[config.mk]
export PLATFORM = sky130hd
export DESIGN_NAME = line_clear_engine
export DESIGN_NICKNAME = d
export VERILOG_FILES = /design/src/rtl/line_clear_engine.sv
export SDC_FILE = /design/constraint.sdc
export NUM_CORES = 1
export LEC_CHECK = 0
export CORE_ASPECT_RATIO = 1.2
export CORE_MARGIN = 1
export CORE_UTILIZATION = 35
export DETAILED_ROUTE_END_ITERATION = 6
export HOLD_SLACK_MARGIN = 0.02
export PLACE_DENSITY = 0.62
export SETUP_SLACK_MARGIN = 0.4
export SYNTH_ARGS = -nofsm -noshare
export SYNTH_HDL_FRONTEND = slang
export SYNTH_SLANG_ARGS = --single-unit
[constraint.sdc]
create_clock -name clk -period 4.4 [get_ports clk]
set_input_delay 0.88 -clock clk [delete_from_list [all_inputs] [get_ports clk]]
set_output_delay 0.88 -clock clk [all_outputs]
set_load 0.005 [all_outputs]
[src/rtl/line_clear_engine.sv]
// line_clear_engine: removes every full row of a falling-block game board,
// collapsing the rows above it downwards, one row examined per SCAN cycle.
// Optional build macro LINE_CLEAR_SCORE_EN adds a saturating 16-bit score
// output that accumulates 0/100/300/500/800 points per completed operation.
module line_clear_engine #(
    parameter int BOARD_W = 10,
    parameter int BOARD_H = 20,
    parameter int CNT_W   = 5
) (
    input  logic                         clk,
    input  logic                         rst_n,
    input  logic                         start,
    input  logic [0:BOARD_W*BOARD_H-1]   boardIn,
    output logic                         busy,
    output logic                         done,
    output logic [0:BOARD_W*BOARD_H-1]   boardOut,
    output logic [CNT_W-1:0]             linesCleared,
    output logic [0:BOARD_H-1]           fullLines,
    output logic                         fullLine
`ifdef LINE_CLEAR_SCORE_EN
    ,
    output logic [15:0]                  score
`endif
);

    localparam int N     = BOARD_W * BOARD_H;
    localparam int PTR_W = (BOARD_H > 1) ? $clog2(BOARD_H) : 1;

    typedef enum logic [1:0] {
        IDLE = 2'd0,
        SCAN = 2'd1,
        DONE = 2'd2
    } stateType;

    stateType           stateReg;
    stateType           stateNext;

    logic [0:N-1]       boardReg;
    logic [0:N-1]       collapsed;
    logic [0:BOARD_H-1] rowFull;
    logic [0:BOARD_H-1] inFull;
    logic [0:BOARD_H-1] fullLinesReg;
    logic [CNT_W-1:0]   linesReg;
    logic [PTR_W-1:0]   ptrReg;
    logic               ptrFull;
    logic               loadEn;
    logic               scanLast;

    // Per-row full flags for the working board and for the incoming board,
    // plus the board as it looks after removing the row under the pointer:
    // rows at or above the pointer slide down by one, row 0 refills with zero.
    generate
        for (genvar gi = 0; gi < BOARD_H; gi++) begin : gRow
            assign rowFull[gi] = &boardReg[gi*BOARD_W +: BOARD_W];
            assign inFull[gi]  = &boardIn[gi*BOARD_W +: BOARD_W];
            if (gi == 0) begin : gTop
                assign collapsed[0 +: BOARD_W] = '0;
            end else begin : gBelow
                assign collapsed[gi*BOARD_W +: BOARD_W] =
                    (PTR_W'(gi) <= ptrReg) ? boardReg[(gi-1)*BOARD_W +: BOARD_W]
                                           : boardReg[gi*BOARD_W +: BOARD_W];
            end
        end
    endgenerate

    assign ptrFull  = rowFull[ptrReg];
    // A start is only honoured outside SCAN; during SCAN it is ignored.
    assign loadEn   = start && (stateReg != SCAN);
    // Last SCAN cycle: top row reached and it is not full.
    assign scanLast = (stateReg == SCAN) && !ptrFull && (ptrReg == '0);

    // State register.
    always_ff @(posedge clk or negedge rst_n) begin
        if (!rst_n) begin
            stateReg <= IDLE;
        end else begin
            stateReg <= stateNext;
        end
    end

    // Next-state and status decode.
    always_comb begin
        stateNext = stateReg;
        busy      = 1'b0;
        done      = 1'b0;
        case (stateReg)
            IDLE: begin
                if (start) stateNext = SCAN;
            end
            SCAN: begin
                busy = 1'b1;
                if (scanLast) stateNext = DONE;
            end
            DONE: begin
                done      = 1'b1;
                stateNext = start ? SCAN : IDLE;
            end
            default: stateNext = IDLE;
        endcase
    end

    // Working board, row pointer, line counter and captured full flags.
    always_ff @(posedge clk or negedge rst_n) begin
        if (!rst_n) begin
            boardReg     <= '0;
            fullLinesReg <= '0;
            linesReg     <= '0;
            ptrReg       <= '0;
        end else if (loadEn) begin
            boardReg     <= boardIn;
            fullLinesReg <= inFull;
            linesReg     <= '0;
            ptrReg       <= PTR_W'(BOARD_H - 1);
        end else if (stateReg == SCAN) begin
            if (ptrFull) begin
                // Pointer holds: the row that dropped into place must be re-examined.
                boardReg <= collapsed;
                linesReg <= linesReg + CNT_W'(1);
            end else if (ptrReg != '0) begin
                ptrReg <= ptrReg - PTR_W'(1);
            end
        end
    end

    assign boardOut     = boardReg;
    assign linesCleared = linesReg;
    assign fullLines    = fullLinesReg;
    assign fullLine     = |fullLinesReg;

`ifdef LINE_CLEAR_SCORE_EN
    logic [15:0] scoreReg;
    logic [15:0] scoreAdd;
    logic [16:0] scoreSum;

    // Points awarded for the number of rows removed in the finishing operation.
    always_comb begin
        scoreAdd = 16'd0;
        if (linesReg >= CNT_W'(4)) begin
            scoreAdd = 16'd800;
        end else begin
            case (linesReg)
                CNT_W'(1): scoreAdd = 16'd100;
                CNT_W'(2): scoreAdd = 16'd300;
                CNT_W'(3): scoreAdd = 16'd500;
                default:   scoreAdd = 16'd0;
            endcase
        end
    end

    assign scoreSum = {1'b0, scoreReg} + {1'b0, scoreAdd};

    // Score accumulates on entry to DONE and saturates instead of wrapping.
    always_ff @(posedge clk or negedge rst_n) begin
        if (!rst_n) begin
            scoreReg <= '0;
        end else if (scanLast) begin
            scoreReg <= scoreSum[16] ? 16'hFFFF : scoreSum[15:0];
        end
    end

    assign score = scoreReg;
`endif

endmodule

==> run metrics <==
ys flop type=dfrtp_1; Final Max Slew Viols=0; Die X=between 150 and 200 um; Pleak=around 6.8 nW; clk slew on worst S/H paths=0.06 ns; ordered cell list for the critical path=nand4_1, nor3_1, nor3_1, buf_4, o41ai_4, a21oi_4, buf_12, a21oi_2, o221a_2; routed wire length=46.27 mm; vias in the first global route=approximately 12000; CTS buffer count=26; post-CTS resize count=0; grt peak-use layer=met2; clock sink count=roughly 230; crit path max fanout=74; clk root buf=clkbuf_16; Longest Clk Path Bufs=3; met2 usage=between 40% and 50%; worst setup path category=reg2reg; Cell Rows=72; Synth Area per Inst=about 10 sq um; Die ar.=33930 sq um; relative slew slack=38.60%; max cap viols=0; area of the mapped netlist=between 10000 and 15000 sq um; Wirelength per Cell=~24 um; chip height=201.6 um; type of origin of the critical path=flip-flop; initial core utilization=between 30% and 40%; critical path arrival=~3.9 ns; most used cell, CP=nor3_1; synthesis-stage register bit count=around 230; status=finished with violations; Skew-Pair Late Insertion Delay=about 0.54 ns; Vias/cell=5.821; post-synth top area share=roughly half; Yosys top cell by area=dfrtp_1; DR iter-0 viols=947; initial antenna violation count=1; post-synth cell types=60; Core Box Area=around 32000 sq um; Worst EP required=between 4 and 5 ns; asr flop ratio synth=100.0%; Final Instance Area=~17000 sq um; Synth top cells by count=dfrtp_1 (232), nand2_1 (100), nand4_1 (75); synth warn=0; Final Skew=about 0.014 ns; Global Route met3 Usage=under 10%; grt total ovfl=0; GRT Util Overall=between 20% and 30%; Pre-antenna DRT Iters=7; H-tree levels=1; Hold Path Class=in2async; failing checks=DRC; setup TNS=0 ns; RePlAce Congestion=a little under 0.9; met1 usage=roughly 32%; CP max stage delay=0.73 ns; number of synthesized flops with an enable pin=0; syn nets=1342; # port buffers=between 400 and 500; CTS tree=built; area grow syn2layout=48.13%; unrepaired setup endpoints after global routing=false; Detail Placement HPWL=between 30 and 40 mm; fin nets=roughly 1700; top post-synthesis cells by area=dfrtp_1 (50%), mux2i_1 (6.2%), o221a_2 (4.3%); crit end category=flip-flop; largest net degree at the start of global routing=100; slack of the worst reg-to-reg path=roughly 0.98 ns; Antenna Violating Nets Remaining=0; period utilization=between 70% and 80%; worst-margin pin slew=around 0.9 ns; CTS hold repair buffers=0; power per cell area=around 750 nW/um^2; most common cell in the synthesized netlist=dfrtp_1; I/O pin cnt=approximately 430; min Tclk post-route=3.425 ns; final setup vio count=0; sequential share of the synthesized area=between 40% and 50%; Syn Inst Count=approximately 1100; slowest CP cell=dfrtp_2; VDD IR max=~330 uV; Remaining DRCs=11; highest clock rate=just under 300 MHz; layout cells sized above 1=a little over 8%; setup bufs post-CTS=0; Crit Reg-Reg Startpoint=ptrReg[0]; Final Hold Fails=0; Vias=between 10000 and 15000; area post-placement=roughly 16000 sq um; Worst Setup SP=ptrReg[0]; first-pass GRT wire length=69.92 mm
==> metrics by stage <==
| step | hold WS [ns] | total power [mW] | setup slack, ns | util, % | std cells |
|---|---|---|---|---|---|
| 6_report | 0.3850 | 12.98 | 0.9752 | 53.06 | 1957 |
| 5_1_grt | 0.4409 | 13.71 | 0.8431 | 53.06 | 1956 |
| 4_1_cts | 0.4059 | 13.04 | 0.9640 | 53.06 | 1956 |
| 3_5_place_dp | 0.5001 | 10.67 | 1.027 | 50.28 | 1911 |
| 3_3_place_gp | 0.4726 | 10.59 | 1.095 | 50.28 | 1911 |
| 2_1_floorplan | 0.4759 | 7.316 | 2.042 | - | 1133 |
==> cell families (layout without fill, tap and decap cells) <==
kind of cell,after synthesis,after routing,share of synthesized area (%)
AND/OR/NAND/NOR,400,400,17.99
AO/OA/AOI/OAI,328,328,21.53
flip-flops,232,232,49.97
buffers and inverters,93,509,3.511
multiplexers,72,72,6.204
adder cells (fa/ha/maj),6,6,0.6462
XOR/XNOR,2,2,0.1508
other,0,1,0
==> routing by layer <==
layer  part of all wire, %  vias up
met2                    52      521
li1                      -     5165
met4                   3.4        0
met5                     0        -
met1                    39     5612
met3                   5.9       93
==> cells in the final DEF, fill, tap and decap left out, types with 30 or more instances in the layout <==
master / synthesis / routed
mux2i_1: 72 / 72
nand3_1: 33 / 33
nand2_1: 100 / 99
dfrtp_1: 232 / 231
nor2_1: 68 / 68
nand4_1: 75 / 75
o221a_2: 44 / 44
a2bb2oi_1: 36 / 36
a21oi_1: 64 / 64
o22ai_1: 50 / 50
clkdlybuf4s50_1: 0 / 429
nand2b_1: 30 / 30
==> path summary, 6_finish.rpt <==
kind,endpoint,cells past startpoint
worst max-delay path,boardOut[22],9
worst min-delay path,boardOut[34],1
worst max register to register,boardOut[22],9
worst min register to register,linesCleared[4],1
max in group asynchronous,boardOut[71],2
min in group clk,linesCleared[4],1
==> power breakdown <==
| group | internal (mW) | switching, mW | total [mW] |
|---|---|---|---|
| registers | 3.12 | 1.43 | 4.55 |
| clock network | 1.40 | 0.906 | 2.31 |
| logic | 3.45 | 2.66 | 6.11 |
| total | 7.98 | 5.00 | 13.0 |
==> registers in the layout (all words and copies together), names as in the netlist <==
register	count
boardOut	200
fullLines	20
linesCleared	5
ptrReg	5
stateReg	2
==> cell type report <==
class	instances	area, sq um
fill	2930	15220
antenna	1	2.502
multi-input combinational	808	5426
sequential	232	5807
inverter	17	63.81
clock inverter	7	113.9
tap	407	509.2
clock buffer	38	787.0
timing repair buffer	447	4499
==> critical path: cells and delay by family (launching register included) <==
| kind | cells | cell delay (ns) |
|---|---|---|
| compound gates | 4 | 1.41 |
| buf+inv | 2 | 0.42 |
| flops | 1 | 0.73 |
| simple gates | 3 | 0.75 |
Power figures use the tool's default switching activity.
